### src/rtl/fila_pkg.sv
// Shared types and width helpers for the instruction issue queue.
// Queue entries are packed as {cpu, instr}, with the cpu id in the upper bits.
package fila_pkg;

    typedef enum logic [1:0] {
        ST_IDLE      = 2'd0,
        ST_ISSUE     = 2'd1,
        ST_WAIT_DONE = 2'd2,
        ST_GAP       = 2'd3
    } fila_state_e;

    function automatic int cpu_w(input int num_cpu);
        return (num_cpu > 1) ? $clog2(num_cpu) : 1;
    endfunction

    function automatic int entry_w(input int cpu_width, input int instr_width);
        return cpu_width + instr_width;
    endfunction

endpackage

### src/rtl/instr_fifo.sv
// Synchronous FIFO with registered occupancy flags; head entry is read combinationally.
module instr_fifo #(
    parameter  int WIDTH = 10,
    parameter  int DEPTH = 8,
    localparam int AW    = $clog2(DEPTH)
) (
    input  logic             clock_i,
    input  logic             reset_i,
    input  logic             push_i,
    input  logic [WIDTH-1:0] wr_data_i,
    input  logic             pop_i,
    output logic [WIDTH-1:0] rd_data_o,
    output logic             full_o,
    output logic             empty_o,
    output logic [AW:0]      level_o
);

    logic [WIDTH-1:0] mem_q [DEPTH];
    logic [AW-1:0]    wr_ptr_q, rd_ptr_q;
    logic [AW:0]      level_q, level_d;
    logic             full_q, empty_q;
    logic             push_ok, pop_ok;

    assign push_ok = push_i && !full_q;
    assign pop_ok  = pop_i && !empty_q;

    always_comb begin
        level_d = level_q;
        if (push_ok && !pop_ok) begin
            level_d = level_q + (AW+1)'(1);
        end else if (!push_ok && pop_ok) begin
            level_d = level_q - (AW+1)'(1);
        end
    end

    always_ff @(posedge clock_i) begin
        if (push_ok) begin
            mem_q[wr_ptr_q] <= wr_data_i;
        end
    end

    // Pointers wrap naturally because DEPTH is a power of two.
    always_ff @(posedge clock_i) begin
        if (reset_i) begin
            wr_ptr_q <= '0;
            rd_ptr_q <= '0;
            level_q  <= '0;
            full_q   <= 1'b0;
            empty_q  <= 1'b1;
        end else begin
            if (push_ok) begin
                wr_ptr_q <= wr_ptr_q + AW'(1);
            end
            if (pop_ok) begin
                rd_ptr_q <= rd_ptr_q + AW'(1);
            end
            level_q <= level_d;
            full_q  <= (level_d == (AW+1)'(DEPTH));
            empty_q <= (level_d == '0);
        end
    end

    assign rd_data_o = mem_q[rd_ptr_q];
    assign full_o    = full_q;
    assign empty_o   = empty_q;
    assign level_o   = level_q;

endmodule

### src/rtl/fila_instr_param.sv
// Instruction issue queue: buffers cpu-tagged instructions and grants the snoop bus to one node at a time.
// state        | meaning
// ST_IDLE      | bus free, waiting for a queued entry
// ST_ISSUE     | one cycle: head popped, issue_valid pulsed, target node emits
// ST_WAIT_DONE | issued node keeps emitting until bus_done
// ST_GAP       | enforced idle cycles after a completed transaction
module fila_instr_param
    import fila_pkg::*;
#(
    parameter int NUM_CPU = 3,
    parameter int INSTR_W = 8,
    parameter int DEPTH   = 8,
    parameter int GAP     = 2,
    parameter int CPU_W   = cpu_w(NUM_CPU)
) (
    input  logic                     clock,
    input  logic                     reset,
    input  logic                     wr_en,
    input  logic [CPU_W-1:0]         wr_cpu,
    input  logic [INSTR_W-1:0]       wr_instr,
    output logic                     full,
    output logic                     empty,
    output logic [$clog2(DEPTH):0]   level,
    input  logic                     bus_done,
    output logic [NUM_CPU-1:0]       modo_cpu,
    output logic [INSTR_W-1:0]       instr,
    output logic                     issue_valid,
    output logic                     err
);

    localparam int EW = entry_w(CPU_W, INSTR_W);
    localparam int GW = (GAP > 1) ? $clog2(GAP) : 1;
    localparam logic [GW-1:0] GAP_LOAD = (GAP > 0) ? GW'(GAP - 1) : '0;

    typedef struct packed {
        logic [CPU_W-1:0]   cpu;
        logic [INSTR_W-1:0] instr;
    } entry_t;

    fila_state_e        state_q, state_d;
    logic [GW-1:0]      gap_cnt_q, gap_cnt_d;
    logic [NUM_CPU-1:0] modo_q, modo_d, head_onehot;
    logic [INSTR_W-1:0] instr_q, instr_d;
    logic               issue_valid_q, issue_valid_d;
    logic               err_q, err_d;
    logic               legal_cpu, fifo_full, fifo_empty;
    entry_t             wr_entry, head;

    assign legal_cpu = ({1'b0, wr_cpu} < (CPU_W+1)'(NUM_CPU));
    assign wr_entry  = '{cpu: wr_cpu, instr: wr_instr};

    instr_fifo #(
        .WIDTH (EW),
        .DEPTH (DEPTH)
    ) u_fifo (
        .clock_i   (clock),
        .reset_i   (reset),
        .push_i    (wr_en && legal_cpu),
        .wr_data_i (wr_entry),
        .pop_i     (state_q == ST_ISSUE),
        .rd_data_o (head),
        .full_o    (fifo_full),
        .empty_o   (fifo_empty),
        .level_o   (level)
    );

    always_comb begin
        head_onehot = '0;
        for (int i = 0; i < NUM_CPU; i++) begin
            head_onehot[i] = (head.cpu == CPU_W'(i));
        end
    end

    always_comb begin
        state_d   = state_q;
        gap_cnt_d = gap_cnt_q;
        case (state_q)
            ST_IDLE: begin
                if (!fifo_empty) begin
                    state_d = ST_ISSUE;
                end
            end
            ST_ISSUE, ST_WAIT_DONE: begin
                if (bus_done) begin
                    if (GAP > 0) begin
                        state_d   = ST_GAP;
                        gap_cnt_d = GAP_LOAD;
                    end else begin
                        state_d = ST_IDLE;
                    end
                end else begin
                    state_d = ST_WAIT_DONE;
                end
            end
            ST_GAP: begin
                if (gap_cnt_q == '0) begin
                    state_d = ST_IDLE;
                end else begin
                    gap_cnt_d = gap_cnt_q - GW'(1);
                end
            end
            default: state_d = ST_IDLE;
        endcase

        // Outputs are registered, so they are computed from the state being entered.
        modo_d        = '0;
        instr_d       = '0;
        issue_valid_d = 1'b0;
        if (state_d == ST_ISSUE) begin
            modo_d        = head_onehot;
            instr_d       = head.instr;
            issue_valid_d = 1'b1;
        end else if (state_d == ST_WAIT_DONE) begin
            modo_d  = modo_q;
            instr_d = instr_q;
        end

        err_d = err_q | (wr_en & (fifo_full | ~legal_cpu));
    end

    always_ff @(posedge clock) begin
        if (reset) begin
            state_q       <= ST_IDLE;
            gap_cnt_q     <= '0;
            modo_q        <= '0;
            instr_q       <= '0;
            issue_valid_q <= 1'b0;
            err_q         <= 1'b0;
        end else begin
            state_q       <= state_d;
            gap_cnt_q     <= gap_cnt_d;
            modo_q        <= modo_d;
            instr_q       <= instr_d;
            issue_valid_q <= issue_valid_d;
            err_q         <= err_d;
        end
    end

    assign full        = fifo_full;
    assign empty       = fifo_empty;
    assign modo_cpu    = modo_q;
    assign instr       = instr_q;
    assign issue_valid = issue_valid_q;
    assign err         = err_q;

endmodule

### config.mk
export PLATFORM = sky130hd
export DESIGN_NAME = fila_instr_param
export DESIGN_NICKNAME = d
export VERILOG_FILES = /design/src/rtl/fila_pkg.sv /design/src/rtl/instr_fifo.sv /design/src/rtl/fila_instr_param.sv
export SDC_FILE = /design/constraint.sdc
export NUM_CORES = 1
export LEC_CHECK = 0
export CAP_MARGIN = 20
export CELL_PAD_IN_SITES_DETAIL_PLACEMENT = 1
export CELL_PAD_IN_SITES_GLOBAL_PLACEMENT = 1
export CORE_UTILIZATION = 45
export DETAILED_ROUTE_END_ITERATION = 8
export PLACE_DENSITY_LB_ADDON = 0.1
export SYNTH_ARGS = -nofsm -noshare
export SYNTH_HDL_FRONTEND = slang
export SYNTH_SLANG_ARGS = --single-unit
### constraint.sdc
create_clock -name clock -period 3.75 [get_ports clock]
set_input_delay 0.5625 -clock clock [delete_from_list [all_inputs] [get_ports clock]]
set_output_delay 0.5625 -clock clock [all_outputs]
set_load 0.02 [all_outputs]
==> results_dict.tcl, run 1 <==
set metrics [dict create \
    status "finished clean" \
    multi_input_area_um2 1320 \
    syn_avg_cell_area_um2 16.7 \
    crit_chain "clkdlybuf4s50_1 > a21o_1 > nor2_1 > nand2_1 > nor3_1 > buf_4" \
    ys_seq_area_share_pct 68.2 \
    num_antenna_cells 0 \
    vias 2400 \
    critPathLaunch "wr_cpu[0]" \
    wl_per_cell_um 18.2 \
    cp_top_family "buffers and inverters" \
    ff_latch_area_um2 3020 \
    grt_pass1_wl_um 12900 \
    crit_path_top_delay_cell "clkdlybuf4s50_1" \
    crit_path_end "u_fifo.mem_q[1][9]$_DFFE_PP_" \
    grt_util_all_layers_pct 17.6 \
    tightest_slew_ns 0.947 \
    drv_slew 0 \
    drive_above_1_share_pct 20.1 \
    place_ws_ns 1.07 \
    end_kind "flip-flop" \
    antenna_found_initial 0 \
    drt_iter0_drc 97 \
    max_freq_ghz 0.436 \
    dieArea_um2 10200 \
    initial_core_util_pct 47.3 \
    rsz0062_at_grt "no" \
    route.detailed.drc 0 \
    critPathMaxStageDelay_ns 0.58 \
    fillCellCount 916 \
    synth_seq_cells 111 \
    crit_cells 6 \
    finalCritPeriodShare_pct 61.2 \
    worst_ep_required_time_ns 3.82 \
    grt_pass1_vias 2372 \
    post_cts_buffers 0 \
    io-pin-count 33 \
    ir_drop_uv 284 \
    setup_viol 0 \
    critical_path_class "primary input to flip-flop" \
    cts_hold_buf 0 \
    syn-cell-area_um2 4430 \
    cts_tree "built" \
    fp.coreArea_um2 9370 \
    avgViaCountPerCell 5.36 \
    leakage_nw 1.72 \
    fp.dieW_um 101 \
    yosysWarnings 0 \
    synth-edff-count 80 \
    synthSimpleGateAreaFrac_pct 6.58 \
    post_cts_resized 0 \
    cts_buffers 9 \
    clock-root-buffer "clkbuf_8" \
    synth_compound_area_share_pct 5.51 \
    r2r_cells 5 \
    yosys-mux-area-fraction_pct 14.1 \
    routabilityCongestion 0.696 \
    regToRegSetupSlack_ns 1.53 \
    hold_viol_final 0 \
    synth-xor-area-share_pct 1.38 \
    tns_ns 0 \
    clk_pin_slew_ns 0.10 \
    fin_skew_ns 0.0103 \
    period_needed_ns 2.30 \
    antenna_left 0 \
    final_nets 335 \
    clkSinkCount 111 \
    wl_um 8140 \
    path_buf_inv 2 \
    drv_cap 0 \
    clockBufferDepth 2 \
    max-slew-margin-rel_pct 36.8 \
    netlist_instances 266 \
    cts_max_level 3 \
    die_y_um 101 \
    drt_first_pass_iters 4 \
    syn_to_final_growth_pct 16.4 \
    insertion_delay_ns 0.37 \
    hp-class "flip-flop to flip-flop" \
    io_buffer_count 32 \
    critPathMaxFanout 10 \
    layout_setup_ws_ns 1.45 \
    synth_ff_type "edfxtp_1" \
    p_per_area_nw_per_um2 539 \
    r2r-end "modo_cpu[2]$_SDFFE_PP0P_" \
    synthesis.nets 287 \
    postSynth.asyncResetShare_pct 0 \
    grt-ovfl-total 0 \
    synthAdderAreaFrac_pct 1.98 \
    dp_hpwl_um 5590 \
    startpoint_type "primary input" \
    synth_top_family_by_area "multiplexers" \
    core.rowCount 35 \
    synth_cell_types 40 \
    worstPathArrival_ns 2.37 \
    grt_max_degree 28 \
]
-- sequential cells by signal (all words and copies together) (netlist names), named ones only --
signal / flops
u_fifo.wr_ptr_q: 3
u_fifo.rd_ptr_q: 3
u_fifo.empty_o: 1
issue_valid: 1
err: 1
modo_cpu: 3
state_q: 2
gap_cnt_q: 1
instr: 8
u_fifo.level_o: 4
u_fifo.mem_q: 80
u_fifo.full_o: 1
-- where the power goes --
group	total, mW	leakage [nW]	switching (mW)	internal [mW]
Sequential	1.48	0.978	0.0811	1.40
Combinational	0.604	0.645	0.315	0.289
Clock	0.697	0.101	0.420	0.277
-- worst min-delay path by stage --
stage,from,cells past startpoint,endpoint
4_1_cts,modo_cpu[1]$_SDFFE_PP0P_,2,modo_cpu[1]$_SDFFE_PP0P_
3_3_place_gp,modo_cpu[1]$_SDFFE_PP0P_,2,modo_cpu[1]$_SDFFE_PP0P_
6_report,modo_cpu[1]$_SDFFE_PP0P_,2,modo_cpu[1]$_SDFFE_PP0P_
5_1_grt,u_fifo.rd_ptr_q[1]$_SDFFE_PP0N_,2,flip-flop
3_5_place_dp,err$_SDFF_PP0_,2,err$_SDFF_PP0_
2_1_floorplan,u_fifo.rd_ptr_q[1]$_SDFFE_PP0N_,2,flip-flop
-- layout by cell type, fill, tap and decap left out, types with 4 or more instances in the layout --
| master | n |
|---|---|
| mux4_1 | 6 |
| buf_4 | 15 |
| nand2b_1 | 5 |
| xnor2_1 | 4 |
| mux4_2 | 14 |
| clkbuf_8 | 10 |
| nor2_1 | 26 |
| edfxtp_1 | 80 |
| inv_1 | 8 |
| nand2_1 | 12 |
| nor3_1 | 7 |
| a21oi_1 | 8 |
| ha_1 | 7 |
| mux2_4 | 8 |
| dfxtp_1 | 31 |
| a22oi_2 | 8 |
| clkdlybuf4s50_1 | 32 |
-- metal layers --
metal	vias to the layer above	part of all wire, %	track usage (%)
li1	1121	-	-
met1	1219	47	24.5
met2	49	48	27.5
met3	11	3.7	2.90
met4	0	1.7	7.69
met5	-	0	0
-- worst min-delay path: stages, from the launching register on --
cell and delay [ns]:
dfxtp_1 0.33, nand3_1 0.06, o31ai_1 0.06
-- synth_stat cells (2+ instances only) --
master | instances | area, um^2
ha_1 | 7 | 87.6
edfxtp_1 | 80 | 2400
clkbuf_1 | 3 | 11.3
a22oi_2 | 8 | 100
nand2b_1 | 5 | 31.3
xor2_1 | 3 | 26.3
nor3_1 | 7 | 35.0
nand3_1 | 3 | 15.0
mux4_2 | 14 | 315
nor2_1 | 26 | 97.6
buf_2 | 2 | 10.0
a32oi_1 | 2 | 17.5
and2_1 | 3 | 18.8
o31ai_1 | 2 | 15.0
o21ai_0 | 3 | 15.0
nand2_1 | 12 | 45.0
buf_1 | 2 | 7.51
a21oi_1 | 8 | 40.0
mux4_1 | 6 | 158
mux2_4 | 8 | 120
dfxtp_1 | 31 | 621
mux2i_1 | 2 | 20.0
xnor2_1 | 4 | 35.0
inv_1 | 8 | 30.0
nor4_1 | 2 | 12.5
-- area by class of cell --
cell class	instances	area share (%)
Tap cell	129	3.13
Timing Repair Buffer	47	8.39
Clock buffer	10	2.67
Sequential cell	111	58.6
Inverter	8	0.582
Clock inverter	6	1.12
Multi-Input combinational cell	137	25.5
-- cell families after synthesis --
kind of cell	count (synthesis)
adders and majority gates	7
muxes	31
buffers and inverters	18
DFF	111
xor gates and xnor gates	7
and+or+nand+nor	62
AOI/OAI and AO/OA	30
-- through the flow --
stage	total power [mW]	hold slack (ns)	instances	cell area, um^2	util [%]
floorplan	1.90	0.454	266	4430	-
global placement	2.11	0.465	432	4960	53.0
detailed placement	2.12	0.469	432	4960	53.0
CTS	2.82	0.490	448	5160	55.0
global route	2.92	0.528	448	5160	55.0
finish	2.78	0.487	448	5160	55.0
(Power assumes the default switching activity.)
==> run 2, diff against run 1 <==
--- a/config.mk
+++ b/config.mk
@@ -8,7 +8,7 @@
 export CAP_MARGIN = 20
 export CELL_PAD_IN_SITES_DETAIL_PLACEMENT = 1
 export CELL_PAD_IN_SITES_GLOBAL_PLACEMENT = 1
-export CORE_UTILIZATION = 45
+export CORE_UTILIZATION = 44
 export DETAILED_ROUTE_END_ITERATION = 8
 export PLACE_DENSITY_LB_ADDON = 0.1
 export SYNTH_ARGS = -nofsm -noshare
==> constraint.sdc (replaced) <==
create_clock -name clock -period 2.1 [get_ports clock]
set_input_delay 0.315 -clock clock [delete_from_list [all_inputs] [get_ports clock]]
set_output_delay 0.315 -clock clock [all_outputs]
set_load 0.02 [all_outputs]
==> results_dict.tcl, run 2 (synthesized netlist as in run 1, its figures left out) <==
set metrics [dict create \
    status "finished clean" \
    die_y_um 102 \
    initial_core_util_pct 45.3 \
    p_per_area_nw_per_um2 963 \
    end_kind "flip-flop" \
    hold_ws_ns 0.485 \
    routabilityCongestion 0.709 \
    fp.coreArea_um2 9770 \
    place_ws_ns 0.00591 \
    critPathMaxFanout 6 \
    clock-root-buffer "clkbuf_8" \
    final_nets 340 \
    cts_hold_buf 0 \
    grt_max_degree 28 \
    finalPower_mw 5.03 \
    post_cts_buffers 0 \
    io-pin-count 33 \
    core.rowCount 36 \
    leakage_nw 1.76 \
    syn_to_final_growth_pct 18.0 \
    grt-ovfl-total 0 \
    clkSinkCount 111 \
    fin_skew_ns 0.0163 \
    drive_above_1_share_pct 22.2 \
    route.detailed.drc 0 \
    largest_register_ffs 80 \
    cts_buffers 9 \
    io_buffer_count 32 \
    critical_path_class "flip-flop to flip-flop" \
    grt_pass1_wl_um 13800 \
    post_dp_cell_area_um2 5020 \
    layout_setup_ws_ns 0.185 \
    drv_slew 0 \
    drt_first_pass_iters 4 \
    layout_commonest_cell "edfxtp_1" \
    clockBufferDepth 2 \
    hold_viol_final 0 \
    drt_iter0_drc 84 \
    wl_um 8650 \
    drv_cap 0 \
    placed_cells 441 \
    tns_ns 0 \
    final_core_util_pct 53.5 \
    cts_max_level 3 \
    wl_per_cell_um 18.9 \
    top_register "u_fifo.mem_q" \
    antenna_found_initial 0 \
    worst_ep_required_time_ns 2.42 \
    post_cts_resized 0 \
    clk_pin_slew_ns 0.12 \
    startpoint_type "flip-flop" \
    final_cell_mix "edfxtp_1, clkdlybuf4s50_1, dfxtp_1" \
    max_freq_ghz 0.522 \
    vias 2419 \
    max-slew-margin-rel_pct 74.0 \
    cts_tree "built" \
    num_antenna_cells 0 \
    finalCritPeriodShare_pct 91.2 \
    grt_util_all_layers_pct 18.5 \
    dieArea_um2 10500 \
    ir_drop_uv 373 \
    dp_hpwl_um 5750 \
    fp.dieW_um 102 \
    final_area_um2 5230 \
    period_needed_ns 1.91 \
    grt_pass1_vias 2416 \
    antenna_left 0 \
    hp-class "flip-flop to flip-flop" \
    insertion_delay_ns 0.37 \
    tightest_slew_ns 0.379 \
    avgViaCountPerCell 5.29 \
    setup_viol 0 \
    rsz0062_at_grt "no" \
    final_cells 457 \
    worstPathArrival_ns 2.24 \
]
-- run 2: worst paths after layout --
kind                                                from                  endpoint  slack (ns)  cells past startpoint
worst max-delay path               state_q[1]$_SDFF_PP0_     instr[1]$_SDFFE_PP0P_        0.19                      8
worst min-delay path            modo_cpu[1]$_SDFFE_PP0P_  modo_cpu[1]$_SDFFE_PP0P_        0.48                      2
worst max register to register     state_q[1]$_SDFF_PP0_     instr[1]$_SDFFE_PP0P_        0.19                      8
worst min register to register  modo_cpu[1]$_SDFFE_PP0P_  modo_cpu[1]$_SDFFE_PP0P_        0.48                      2
-- run 2: worst max-delay path, stage by stage, from the launching register on --
cell and delay (ns):
dfxtp_1 0.40, inv_1 0.08, ha_1 0.33, nand2_1 0.09
o221a_2 0.30, nor2_1 0.28, buf_4 0.24, a22oi_2 0.06
nor2_1 0.09
-- run 2: cell type report --
| cell class | instances | area [um^2] |
|---|---|---|
| fillers | 942 | 4550 |
| flip-flops and latches | 111 | 3020 |
| multi-input cells | 137 | 1330 |
| repair buffers | 52 | 483 |
| well taps | 133 | 166 |
| clock buffers | 9 | 124 |
| clock inverters | 7 | 72.6 |
| inverters | 8 | 30.0 |
-- run 2: layer usage --
metal / global-route usage (%) / share of wire (%) / vias up
met5: 0 / 0 / -
met4: 7.58 / 1.7 / 0
met3: 3.08 / 3.5 / 11
met2: 28.8 / 48 / 48
met1: 26.1 / 47 / 1228
li1: - / - / 1132
-- run 2: report_power, final --
part	total, mW	internal [mW]	switching [mW]
clock network	1.25	0.468	0.785
registers	2.63	2.50	0.126
logic	1.15	0.557	0.596
total	5.03	3.53	1.51
==> run 3, diff against run 2 <==
--- a/config.mk
+++ b/config.mk
@@ -8,9 +8,10 @@
 export CAP_MARGIN = 20
 export CELL_PAD_IN_SITES_DETAIL_PLACEMENT = 1
 export CELL_PAD_IN_SITES_GLOBAL_PLACEMENT = 1
-export CORE_UTILIZATION = 44
+export CORE_UTILIZATION = 45
 export DETAILED_ROUTE_END_ITERATION = 8
 export PLACE_DENSITY_LB_ADDON = 0.1
 export SYNTH_ARGS = -nofsm -noshare
 export SYNTH_HDL_FRONTEND = slang
+export SYNTH_HIERARCHICAL = 1
 export SYNTH_SLANG_ARGS = --single-unit
==> results_dict.tcl, run 3 <==
set metrics [dict create \
    routabilityCongestion 0.763 \
    grt_max_degree 29 \
    wl_per_cell_um 18.0 \
    netlist_instances 278 \
    synth_common_cells "edfxtp_1, dfxtp_1, mux4_2" \
    drt_iter0_drc 79 \
    core.rowCount 36 \
    ir_drop_uv 486 \
    synth_ff_type "edfxtp_1" \
    avgViaCountPerCell 5.21 \
    layout_commonest_cell "edfxtp_1" \
    grt_pass1_vias 2526 \
    startpoint_type "flip-flop" \
    critical_path_class "flip-flop to flip-flop" \
    layout_setup_ws_ns 0.102 \
    clkSinkCount 111 \
    drv_cap 0 \
    worst_ep_required_time_ns 2.39 \
    final_area_um2 5350 \
    hold_ws_ns 0.481 \
    max_freq_ghz 0.500 \
    end_kind "flip-flop" \
    tightest_slew_ns 0.391 \
    final_cell_mix "edfxtp_1, clkdlybuf4s50_1, dfxtp_1" \
    period_needed_ns 2.00 \
    fp.coreArea_um2 9820 \
    cts_tree "built" \
    critPathMaxStageDelay_ns 0.54 \
    cts_buffers 9 \
    top_register "u_fifo/mem_q" \
    status "finished clean" \
    syn_to_final_growth_pct 17.2 \
    worstPathArrival_ns 2.29 \
    grt_pass1_wl_um 13300 \
    hold_viol_final 0 \
    clk_pin_slew_ns 0.11 \
    synth_seq_cells 111 \
    finalCritPeriodShare_pct 95.2 \
    synthesis.nets 299 \
    post_dp_cell_area_um2 5170 \
    critPathMaxFanout 5 \
    r2r_cells 5 \
    final_cells 469 \
    yosysMostFrequentCell "edfxtp_1" \
    ys_seq_area_share_pct 66.2 \
    drv_slew 0 \
    setup_viol 0 \
    grt_util_all_layers_pct 17.6 \
    route.detailed.drc 0 \
    tns_ns 0 \
    drt_first_pass_iters 4 \
    grt-ovfl-total 0 \
    num_antenna_cells 0 \
    synth-edff-count 80 \
    dieArea_um2 10500 \
    max-slew-margin-rel_pct 73.8 \
    synthTopCellsByArea "edfxtp_1, dfxtp_1, mux4_2" \
    yosys.area.top_type "edfxtp_1" \
    fin_skew_ns 0.0144 \
    wl_um 8460 \
    syn-cell-area_um2 4560 \
    clock-root-buffer "clkbuf_8" \
    die_y_um 103 \
    final_nets 352 \
    synth_top_area_share_pct 52.6 \
    hp-class "flip-flop to flip-flop" \
    drive_above_1_share_pct 27.4 \
    antenna_left 0 \
    p_per_area_nw_per_um2 1010 \
    syn_avg_cell_area_um2 16.4 \
    synth_cell_types 44 \
    fp.dieW_um 103 \
    io_buffer_count 32 \
    insertion_delay_ns 0.37 \
    postSynth.asyncResetShare_pct 0 \
    cts_max_level 3 \
    yosysWarnings 6 \
    crit_chain "buf_12 > mux4_2 > mux2_2 > or3b_2 > o32ai_1" \
    rsz0062_at_grt "no" \
    initial_core_util_pct 46.5 \
    leakage_nw 1.77 \
    vias 2444 \
    crit_path_top_delay_cell "mux4_2" \
    placed_cells 453 \
    place_ws_ns -0.0425 \
    io-pin-count 33 \
    dp_hpwl_um 6020 \
    clockBufferDepth 2 \
    hold_path_depth 2 \
    largest_register_ffs 80 \
    antenna_found_initial 0 \
]
[run 3: cell types whose count changed after synthesis, moves of 7 or more]
cell      before  now
a22oi_2        8    1
inv_1          8   17
mux2_2         0   10
mux2_4         8    0
nand2b_1       5   13
nor2_1        26   14
o32ai_2        0   10
[run 3: power breakdown]
part	switching (mW)	total, mW	internal [mW]	leakage (nW)
Clock	0.729	1.18	0.452	0.0896
Combinational	0.816	1.57	0.756	0.700
Sequential	0.124	2.65	2.53	0.978
Total	1.67	5.40	3.74	1.77
[run 3: worst paths after layout]
| check | from | endpoint | slack (ns) |
|---|---|---|---|
| max | flip-flop | modo_cpu[1]$_SDFFE_PP0P_ | 0.10 |
| min | modo_cpu[1]$_SDFFE_PP0P_ | modo_cpu[1]$_SDFFE_PP0P_ | 0.48 |
| max reg2reg | flip-flop | modo_cpu[1]$_SDFFE_PP0P_ | 0.10 |
| min reg2reg | modo_cpu[1]$_SDFFE_PP0P_ | modo_cpu[1]$_SDFFE_PP0P_ | 0.48 |
[run 3: kinds of logic (layout without fill, tap and decap cells)]
kind of cell	count (synthesis)	in the layout	synth area share, %
mux	30	30	12.3
fa+ha+maj	7	7	1.92
xor+xnor	7	7	1.51
buf+inv	29	87	3.13
flops	111	111	66.2
simple gates	64	64	7.87
compound gates	30	30	6.99
[run 3: layer usage]
metal / vias up / part of all wire [%] / global-route usage [%]
met2: 46 / 47 / 27.1
met1: 1229 / 48 / 25.2
met4: 0 / 1.3 / 6.15
li1: 1158 / - / -
met3: 11 / 3.9 / 3.39
met5: - / 0 / 0
[run 3: critical path, delay by kind of cell (launching register included)]
family,cells,cell delay (ns)
buffers and inverters,1,0.13
multiplexers,2,0.84
AND/OR/NAND/NOR,1,0.47
flip-flops,1,0.37
AO/OA/AOI/OAI,1,0.10
[run 3: layout make-up]
type	count	area [um^2]
Clock buffer	10	128
Clock inverter	6	50.0
Fill cell	978	4470
Inverter	17	63.8
Multi-Input combinational cell	138	1410
Sequential cell	111	3020
Tap cell	133	166
Timing Repair Buffer	54	510
[run 3: what timing repair did]
action | CTS | global route
setup endpoints to repair | 0 | 1
buffers inserted | 0 | 0
hold buffers | 0 | 0
gates resized for setup | 0 | 1
[run 3: metrics by stage]
step / power (mW) / utilization [%]
floorplan: 3.82 / -
finish: 5.40 / 54.5
global placement: 4.26 / 52.6
global route: 5.68 / 54.5
CTS: 5.46 / 54.4
detailed placement: 4.28 / 52.6
